File: src/rtl/usb4_lane_train_ctrl.sv
// usb4_lane_train_ctrl: USB4 Gen4 lane-training FSM with TS1/TS2 counting, retry escalation and timer enables
module usb4_lane_train_ctrl #(
  parameter int TS1_RX_NEEDED = 2,
  parameter int TS2_RX_NEEDED = 8,
  parameter int RETRY_LIMIT = 3
) (
  input  logic       clk_b,
  input  logic       rst,
  input  logic       disable_req,
  input  logic       tdisconnect_tx_min,
  input  logic       tconnect_rx_min,
  input  logic       tdisconnect_rx_min,
  input  logic       tdisabled_min,
  input  logic       ttraining_error_timeout,
  input  logic       tgen4_ts1_timeout,
  input  logic       tgen4_ts2_timeout,
  input  logic       ts1_rcvd,
  input  logic       ts2_rcvd,
  output logic       disconnected_s,
  output logic       fsm_disabled,
  output logic       fsm_training,
  output logic       ts1_gen4_s,
  output logic       ts2_gen4_s,
  output logic       cl0_s,
  output logic [2:0] state,
  output logic       retry_fail
);
  localparam int C1W = $clog2(TS1_RX_NEEDED + 1);
  localparam int C2W = $clog2(TS2_RX_NEEDED + 1);
  localparam int RW = $clog2(RETRY_LIMIT + 1);
  typedef enum logic [2:0] {
    DISCONNECT = 3'd0, CONNECT_WAIT = 3'd1, TS1 = 3'd2, TS2 = 3'd3, CL0 = 3'd4, DISABLED = 3'd5
  } state_t;
  state_t cur, nxt;
  logic [C1W-1:0] ts1_cnt;
  logic [C2W-1:0] ts2_cnt;
  logic [RW-1:0] retry_cnt;
  logic lost, fail, fail_win, exhaust, ts1_done, ts2_done, dis_exit;
  always_comb begin
    lost = tdisconnect_rx_min && (cur == TS1 || cur == TS2 || cur == CL0);
    fail = (cur == TS1 && (ttraining_error_timeout || tgen4_ts1_timeout)) ||
           (cur == TS2 && (ttraining_error_timeout || tgen4_ts2_timeout));
    fail_win = fail && !lost && !disable_req;
    exhaust = retry_cnt == RW'(RETRY_LIMIT - 1);
    ts1_done = ts1_rcvd && ts1_cnt == C1W'(TS1_RX_NEEDED - 1);
    ts2_done = ts2_rcvd && ts2_cnt == C2W'(TS2_RX_NEEDED - 1);
    dis_exit = cur == DISABLED && tdisabled_min && !disable_req;
    nxt = DISCONNECT;
    case (cur)
      DISCONNECT:   nxt = tdisconnect_tx_min ? CONNECT_WAIT : DISCONNECT;
      CONNECT_WAIT: nxt = tconnect_rx_min ? TS1 : CONNECT_WAIT;
      TS1:          nxt = ts1_done ? TS2 : TS1;
      TS2:          nxt = ts2_done ? CL0 : TS2;
      CL0:          nxt = CL0;
      DISABLED:     nxt = dis_exit ? DISCONNECT : DISABLED;
      default:      nxt = DISCONNECT;
    endcase
    if (fail) nxt = exhaust ? DISABLED : DISCONNECT;
    if (lost) nxt = DISCONNECT;
    if (disable_req && cur != DISABLED) nxt = DISABLED;
    if (cur > DISABLED) nxt = DISCONNECT;
  end
  always_ff @(posedge clk_b) begin
    if (rst) begin
      cur <= DISCONNECT;
      ts1_cnt <= '0;
      ts2_cnt <= '0;
      retry_cnt <= '0;
      retry_fail <= 1'b0;
    end else begin
      cur <= nxt;
      ts1_cnt <= (nxt != cur) ? '0 :
                 (cur == TS1 && ts1_rcvd && ts1_cnt != C1W'(TS1_RX_NEEDED)) ? ts1_cnt + C1W'(1) : ts1_cnt;
      ts2_cnt <= (nxt != cur) ? '0 :
                 (cur == TS2 && ts2_rcvd && ts2_cnt != C2W'(TS2_RX_NEEDED)) ? ts2_cnt + C2W'(1) : ts2_cnt;
      retry_cnt <= fail_win ? (exhaust ? '0 : retry_cnt + RW'(1)) :
                   ((nxt == CL0 && cur != CL0) || (dis_exit && nxt == DISCONNECT)) ? '0 : retry_cnt;
      retry_fail <= (fail_win && exhaust) ? 1'b1 : (dis_exit && nxt == DISCONNECT) ? 1'b0 : retry_fail;
    end
  end
  assign state = cur;
  assign disconnected_s = cur == DISCONNECT;
  assign fsm_disabled = cur == DISABLED;
  assign fsm_training = cur == TS1 || cur == TS2;
  assign ts1_gen4_s = cur == TS1;
  assign ts2_gen4_s = cur == TS2;
  assign cl0_s = cur == CL0;
endmodule

File: config.mk
export PLATFORM = sky130hd
export DESIGN_NAME = usb4_lane_train_ctrl
export DESIGN_NICKNAME = d
export VERILOG_FILES = /design/src/rtl/usb4_lane_train_ctrl.sv
export SDC_FILE = /design/constraint.sdc
export NUM_CORES = 1
export LEC_CHECK = 0
export ABC_CLOCK_PERIOD_IN_PS = 5500
export CAP_MARGIN = 20
export CORE_UTILIZATION = 48
export DETAILED_ROUTE_END_ITERATION = 10
export HOLD_SLACK_MARGIN = 0.08
export PLACE_DENSITY_LB_ADDON = 0.25
export SYNTH_ARGS = -nofsm -noshare
export SYNTH_HDL_FRONTEND = slang
export SYNTH_SLANG_ARGS = --single-unit
File: constraint.sdc
create_clock -name clk_b -period 5.5 [get_ports clk_b]
set_clock_uncertainty 0.05 [all_clocks]
set_input_delay 1.1 -clock clk_b [delete_from_list [all_inputs] [get_ports clk_b]]
set_output_delay 1.1 -clock clk_b [all_outputs]
set_load 0.05 [all_outputs]
* Yosys cells after proc, flatten, opt, wreduce, memory -nomap -nowiden
Index checks and enable logic that the tools add are counted.
** Storage, ports and cells
- Bits in registers :: 12
- Latch bits :: 0
- Memory bits (writable) :: 0
- ROM bits :: 0
- Output and inout bits :: 10
- Memories kept :: 0
** Cells by class
- Add/subtract/negate cells :: 3
- $mul :: 0
- Div/mod/pow operators :: 0
- $lt $le $gt $ge :: 1
- Equal/unequal tests :: 14
- Shift-type cells :: 0
- Mux-type cells :: 16
- Bitwise logic cells :: 0
- Reductions and logical operators :: 30
** Operator list (count)
- 3-bit 2-to-1 mux :: 7
- 3-bit one-hot mux with 6 select lines :: 1
- 1-bit logical AND :: 17
- 3-bit == test (second input constant) :: 3
- 2-bit 2-to-1 mux :: 4
- 3-bit by 2-bit == test with 1-bit output (second input constant) :: 2
- 3-bit zero test :: 2
- 1-bit logical OR :: 6
- 3-bit inequality test (second input constant) :: 2
- 2-bit by 1-bit adder with 2-bit output (second input constant) :: 2
- 4-bit by 1-bit adder with 4-bit output (second input constant) :: 1
- 4-bit by 3-bit == test with 1-bit output (second input constant) :: 1
- 1-bit 2-to-1 mux :: 4
- 4-bit inequality test (second input constant) :: 1
- 2-bit nonzero test :: 2
- 3-bit by 1-bit == test with 1-bit output (second input constant) :: 1
- 3-bit > comparator (second input constant) :: 1
- 3-bit inequality test :: 1
- 2-bit by 1-bit == test with 1-bit output (second input constant) :: 1
- 2-bit == test (second input constant) :: 1
- 1-bit zero test :: 2
- 2-bit inequality test (second input constant) :: 1
- 2-bit OR reduction :: 1

* Logic depth before layout (Yosys ltp)
Gate-level depths: netlist of run 1.
- Depth after elaboration :: 14
- Mapped depth :: 7
- Depth with buffers taken out :: 7

* Least setup slack after synthesis of run 1
Ideal clock, no wire load.
- Path kind :: flip-flop to output port
- From :: reg cur[2], in the netlist state[2]
- To :: out disconnected_s
- Data arrival time :: 1838 ps
- Slack :: 2512 ps
- Cell stages (with the launch flop) :: 3
- Path buffers :: 1
- Cells stage by stage :: dfxtp_1 -> buf_2 -> nor3_1
** On the way
- Longest elaborated chain between the ends :: 1
** RTL lines
- start, declared :: RTL line 34 : state_t cur, nxt;
- start signal, assigned :: RTL line 71 : cur <= nxt;
- 3-bit zero test :: RTL line 82 : assign disconnected_s = cur == DISCONNECT;
- end, declared :: RTL line 19 : output logic disconnected_s,
No other way between the ends.

* Worst setup path after layout of run 1
- From :: reg cur[2], in the netlist state[2]
- To :: out cl0_s
** On the way
- Longest elaborated chain between the ends :: 1
** RTL lines
- 3-bit == test :: RTL line 87 : assign cl0_s = cur == CL0;
- end, declared :: RTL line 24 : output logic cl0_s,
No other way between the ends.

==> impl_metrics.yaml, run 1 <==
floorplanning:
  die_area_mm2: 0.00216
  fp.dieW_um: 46.5
  io_pins: 22
  initial_utilization_pct: 53.3
  die_h_um: 46.5
  core-area_mm2: 0.00178
  fp-row-count: 15
timing:
  setup_viol: 0
  max_freq_mhz: 288
  rsz0062_at_grt: "false"
  min_period_ns: 3.47
  worst_pin_slew_ns: 0.525
  max-slew-margin-rel_pct: 64.9
  finalSetupTns_ns: 0
  finalMaxSlewViolations: 0
  hold_viol: 0
  min_period_over_period_pct: 63.1
  whs_ns: 0.454
global_routing:
  grt_pass1_vias: 774
  grt_overflow: 0
  grt_pass1_wl_mm: 3.35
  track_usage_pct: 21.4
  grt_max_degree: 15
  antenna_found_initial: 0
power_and_ir_drop:
  power_frac_seq_pct: 41.2
  clkPwrFrac_pct: 23.7
  p_sw_share_pct: 36.5
  p_per_area_mw_per_mm2: 197
  p_leak_nw: 0.441
  p_int_uw: 148
  peakVddDrop_mv: 0.131
  power.switching_uw: 85.0
  combPwrFrac_pct: 35.2
cts:
  ctsResizeCount: 0
  cts_setup_buffers: 0
  clockBufferDepth: 2
  cts_max_level: 1
  cts_sinks: 12
  clk_transition_reported_paths_ns: 0.08
  cts_tree: "done"
  cts_hold_buffers: 0
  cts_made_buffers: 3
  clk-insertion-delay-late_ns: 0.28
  ctsRootBufferMaster: "clkbuf_4"
synthesis:
  ys_seq_elements: 12
  synth.area.mux_share_pct: 4.35
  synthesis.nets: 121
  syn_area_um2: 950
  synth_top_family_by_area: "simple AND/OR/NAND/NOR gates"
  synth_cell_types: 48
  yosys.area_share.simple_pct: 35.3
  synth_xor_xnor_area_share_pct: 5.40
  ys_seq_area_share_pct: 25.3
  netlist.area_leader.share_pct: 25.3
  synth-adder-area-share_pct: 5.27
  yosysTopAreaCell: "dfxtp_1"
  yosys-top-cells-area: "dfxtp_1, nor4_2, ha_1, nor2b_1, mux2i_1"
  synth-compound-area-share_pct: 18.2
  ys_warn_count: 0
  avgSynthCellArea_um2: 9.04
  synthCells: 105
place:
  place.gp.congestion: 0.886
  port_buffers: 21
  hpwl_mm: 1.61
setup_path:
  crit_slowest_cell: "clkdlybuf4s50_1"
  rrSetupSlack_ns: 3.26
  cp_cell_sequence: "nor2b_1 > and2_1 > clkdlybuf4s50_1"
  worstPathArrival_ns: 2.32
  worstSetupPathType: "flop to primary output"
  crit_fanout: 13
  end_kind: "primary output"
  cp.required_ns: 4.35
  startpoint_type: "flop"
  slowest_delay_ns: 0.81
routing:
  drtAntennaViolNets: 0
  drt_first_pass_iters: 4
  drc: 0
  vias: 862
  wl_mm: 2.07
  vias_per_cell: 5.79
  routedWlPerCell_um: 13.9
  drtIter0Drc: 39
cells_and_area:
  antennaDiodeCount: 0
  area_delta_synth_final_pct: 24.4
  drive_gt1_share_pct: 14.5
  nNetsFinal: 142
hold_path:
  min_path_type: "flop to flop"
job:
  maxCapViolCount: 0
outcome:
  status: "complete, no violations"
[per-layer routing]
layer | wire, um | up-vias | GRT usage (%)
li1 | - | 426 | -
met1 | 978 | 393 | 29.8
met2 | 917 | 37 | 32.8
met3 | 131 | 6 | 2.75
met4 | 42 | 0 | 8.82
met5 | 0 | - | 0
[path summary, 6_finish.rpt]
path         depth (start not counted)        from         end
min                                  2  retry_fail  retry_fail
min reg2reg                          2  retry_fail  retry_fail
max reg2reg                          6    state[0]  ts1_cnt[1]
max                                  3    state[2]       cl0_s
[sequential cells by signal, indices dropped and copies added (netlist names)]
name / flops
retry_cnt: 2
retry_fail: 1
state: 3
ts1_cnt: 2
ts2_cnt: 4
[cell usage in the layout, fill, tap and decap left out, types with 3 or more instances in the layout]
master           Yosys  final
nor2_1               5      5
and2_1               3      3
nor2b_1              6      6
inv_1                7      7
nor3_1               6      6
nand2_1              5      5
clkdlybuf4s50_1      0     21
nand3_1              3      3
ha_1                 4      4
mux2i_1              3      3
dfxtp_1             12     12
nor4_2               5      5
xnor2_1              3      3
clkbuf_4             0      3
[cell families after synthesis]
family | count (synthesis)
and+or+nand+nor | 49
muxes | 4
xor gates and xnor gates | 5
AOI/OAI and AO/OA | 19
buffers and inverters | 12
DFF | 12
adders and majority gates | 4
[power by group through the flow]
stage | Sequential [mW] | Combinational (mW) | Clock [mW]
after floorplan | 0.0990 | 0.0554 | 0
after global placement | 0.0978 | 0.0802 | 0
after detailed placement | 0.0977 | 0.0813 | 0
after CTS | 0.0957 | 0.0815 | 0.0542
after global routing | 0.0963 | 0.0870 | 0.0592
final | 0.0960 | 0.0819 | 0.0551
[critical path: cells and delay by family, from the launching register on]
kind | cells | cell delay (ns)
buf+inv | 1 | 0.81
simple gates | 2 | 0.58
flops | 1 | 0.65
[Yosys cell counts (all sizes together)]
cell type	number
nor2	6
nand3	3
o21ai	3
clkbuf	1
o22ai	1
nand4b	1
nand2b	1
nand3b	2
nor4bb	1
a31oi	1
xnor2	4
o31ai	1
xor2	1
a221oi	1
or2	2
mux2	1
a21o	2
a22oi	1
o211a	2
nor3b	2
a32o	1
o31a	1
a32oi	1
nor3	6
and3b	1
dfxtp	12
o2111ai	1
and4b	2
nand2	5
a41o	1
nor2b	7
a211oi	2
and2	3
nor4	5
buf	4
inv	7
ha	4
mux2i	3
nand4	2
[layout make-up]
type	count	area [um^2]
Clock buffer	3	22.5
Fill cell	152	602
Inverter	7	26.3
Multi-Input combinational cell	81	651
Sequential cell	12	240
Tap cell	25	31.3
Timing Repair Buffer	21	210
[metrics by stage]
step           worst slack [ns]  cells  cell area, um^2  utilization [%]  power [mW]
2_1_floorplan              2.51    105              950                -       0.154
6_report                   2.03    149             1180             66.2       0.233
3_3_place_gp               2.35    146             1160             65.0       0.178
3_5_place_dp               2.30    146             1160             65.0       0.179
5_1_grt                    1.97    149             1180             66.2       0.243
4_1_cts                    2.08    149             1180             66.2       0.231
Power figures use the tool's default switching activity.
==> inputs of run 2 (changes only) <==
--- a/config.mk
+++ b/config.mk
@@ -5,7 +5,7 @@
 export SDC_FILE = /design/constraint.sdc
 export NUM_CORES = 1
 export LEC_CHECK = 0
-export ABC_CLOCK_PERIOD_IN_PS = 5500
+export ABC_CLOCK_PERIOD_IN_PS = 3400
 export CAP_MARGIN = 20
 export CORE_UTILIZATION = 48
 export DETAILED_ROUTE_END_ITERATION = 10
==> constraint.sdc (replaced) <==
create_clock -name clk_b -period 3.4 [get_ports clk_b]
set_clock_uncertainty 0.05 [all_clocks]
set_input_delay 0.68 -clock clk_b [delete_from_list [all_inputs] [get_ports clk_b]]
set_output_delay 0.68 -clock clk_b [all_outputs]
set_load 0.05 [all_outputs]
==> results of run 2 <==
Same layout as run 1 (identical final DEF). Status: complete, no violations.
Main changes from that run: setup slack after placement 2.30 ns -> 0.624 ns; setup slack after layout 2.03 ns -> 0.351 ns; register-to-register setup slack 3.26 ns -> 1.16 ns; total power 0.233 mW -> 0.377 mW; worst IR drop on VDD 0.131 mV -> 0.212 mV
==> inputs of run 3 (changes only) <==
--- a/config.mk
+++ b/config.mk
@@ -5,9 +5,11 @@
 export SDC_FILE = /design/constraint.sdc
 export NUM_CORES = 1
 export LEC_CHECK = 0
-export ABC_CLOCK_PERIOD_IN_PS = 3400
+export ABC_CLOCK_PERIOD_IN_PS = 3000
 export CAP_MARGIN = 20
-export CORE_UTILIZATION = 48
+export CELL_PAD_IN_SITES_DETAIL_PLACEMENT = 1
+export CELL_PAD_IN_SITES_GLOBAL_PLACEMENT = 2
+export CORE_UTILIZATION = 29
 export DETAILED_ROUTE_END_ITERATION = 10
 export HOLD_SLACK_MARGIN = 0.08
 export PLACE_DENSITY_LB_ADDON = 0.25
==> constraint.sdc (replaced) <==
create_clock -name clk_b -period 3 [get_ports clk_b]
set_clock_uncertainty 0.05 [all_clocks]
set_input_delay 0.6 -clock clk_b [delete_from_list [all_inputs] [get_ports clk_b]]
set_output_delay 0.6 -clock clk_b [all_outputs]
set_load 0.05 [all_outputs]
==> run 3 against run 2 <==
Worst hold slack gained 0.0025 ns. Worst setup slack lost 0.11 ns. Sequential share of layout area shrank 0.87 points.
==> impl_metrics.yaml, run 3 (same netlist as run 1, synthesis figures left out) <==
cells_and_area:
  fill_cells: 373
  final_cell_mix: "clkdlybuf4s50_1, dfxtp_1, inv_1, nor2b_1, nor3_1"
  drive_gt1_share_pct: 16.5
  ff_latch_area_um2: 240
  layout_commonest_cell: "clkdlybuf4s50_1"
  antennaDiodeCount: 0
  regMostFlops: "ts2_cnt"
  largest_register_ffs: 4
  nNetsFinal: 144
  multi_input_area_um2: 651
  area_delta_synth_final_pct: 29.9
cts:
  cts_max_level: 1
  ctsResizeCount: 0
  cts_setup_buffers: 0
  ctsRootBufferMaster: "clkbuf_4"
  cts_tree: "done"
  cts_sinks: 12
  clk-insertion-delay-late_ns: 0.28
  cts_made_buffers: 3
  clk_transition_reported_paths_ns: 0.08
  cts_hold_buffers: 0
  clockBufferDepth: 2
global_routing:
  grt_pass1_wl_mm: 4.04
  grt_overflow: 0
  grt_pass1_vias: 863
  track_usage_pct: 15.8
  antenna_found_initial: 0
  grt_max_degree: 15
power_and_ir_drop:
  power.switching_uw: 163
  p_per_area_mw_per_mm2: 376
  power_frac_seq_pct: 36.9
  p_int_uw: 301
  clkPwrFrac_pct: 28.7
  peakVddDrop_mv: 0.202
  p_leak_nw: 0.459
  power.total_uw: 464
  p_sw_share_pct: 35.0
  combPwrFrac_pct: 34.5
timing:
  hold_viol: 0
  whs_ns: 0.456
  min_period_over_period_pct: 92.0
  finalMaxSlewViolations: 0
  max-slew-margin-rel_pct: 65.2
  finalSetupTns_ns: 0
  setup_viol: 0
  rsz0062_at_grt: "false"
  min_period_ns: 2.76
  max_freq_mhz: 362
  worst_pin_slew_ns: 0.520
setup_path:
  cp.required_ns: 2.35
  endpoint: "ts2_gen4_s"
  end_kind: "primary output"
  timing.rr.end: "ts2_cnt[3]"
  worstSetupPathType: "flop to primary output"
  worstPathArrival_ns: 2.11
  rrSetupSlack_ns: 0.76
  startpoint: "state[1]"
  worstRegToRegCells: 6
  startpoint_type: "flop"
  crit_fanout: 14
  rr_startpoint: "state[0]"
floorplanning:
  io_pins: 22
  initial_utilization_pct: 30.9
  die_area_mm2: 0.00351
  fp-row-count: 20
  fp.dieW_um: 59.2
  core-area_mm2: 0.00308
  die_h_um: 59.2
job:
  maxCapViolCount: 0
routing:
  drtIter0Drc: 19
  drtAntennaViolNets: 0
  drt_first_pass_iters: 4
  drc: 0
  wl_mm: 2.43
  vias: 882
  routedWlPerCell_um: 14.2
  vias_per_cell: 5.16
outcome:
  status: "complete, no violations"
hold_path:
  min_path_type: "flop to flop"
place:
  hpwl_mm: 1.92
  place.gp.congestion: 0.746
  port_buffers: 21
==> run 3: stage by stage <==
step / worst slack, ns / instances / cell area, um^2 / utilization [%]
3_5_place_dp: 0.398 / 167 / 1200 / 38.9
6_report: 0.239 / 171 / 1230 / 40.1
5_1_grt: 0.123 / 171 / 1230 / 40.1
3_3_place_gp: 0.428 / 167 / 1200 / 38.9
2_1_floorplan: 0.506 / 105 / 950 / -
4_1_cts: 0.206 / 171 / 1230 / 40.1
==> run 3: worst max-delay path, stage by stage (launching register included) <==
cell and delay, ns:
dfxtp_1 0.61, and3b_1 0.37, clkdlybuf4s50_1 0.85
==> run 3: final cells by class <==
| cell class | instances | area share (%) |
|---|---|---|
| well taps | 44 | 4.46 |
| flip-flops and latches | 12 | 19.5 |
| inverters | 7 | 2.13 |
| multi-input cells | 81 | 52.7 |
| repair buffers | 23 | 18.3 |
| clock buffers | 4 | 2.94 |
==> run 3: power groups by stage <==
stage | Combinational, mW | Clock (mW) | Sequential, mW
detailed placement | 0.162 | 0 | 0.175
global placement | 0.160 | 0 | 0.175
floorplan | 0.102 | 0 | 0.182
finish | 0.160 | 0.133 | 0.171
global route | 0.171 | 0.145 | 0.173
CTS | 0.162 | 0.138 | 0.171
==> run 3: worst min-delay path by stage <==
stage | to | depth (start not counted) | startpoint | slack [ns]
3_5_place_dp | retry_fail | 2 | retry_fail | 0.44
4_1_cts | retry_fail | 2 | retry_fail | 0.47
3_3_place_gp | retry_fail | 2 | retry_fail | 0.43
2_1_floorplan | retry_cnt[1] | 1 | retry_cnt[1] | 0.45
5_1_grt | retry_fail | 2 | retry_fail | 0.51
6_report | retry_fail | 2 | retry_fail | 0.46
==> run 3: layer usage <==
| layer | GRT usage (%) | wire, um | part of all wire [%] |
|---|---|---|---|
| met1 | 21.5 | 1140 | 47 |
| met2 | 24.7 | 1170 | 48 |
| met3 | 3.93 | 102 | 4.2 |
| met4 | 4.08 | 19 | 0.78 |
| met5 | 0 | 0 | 0 |
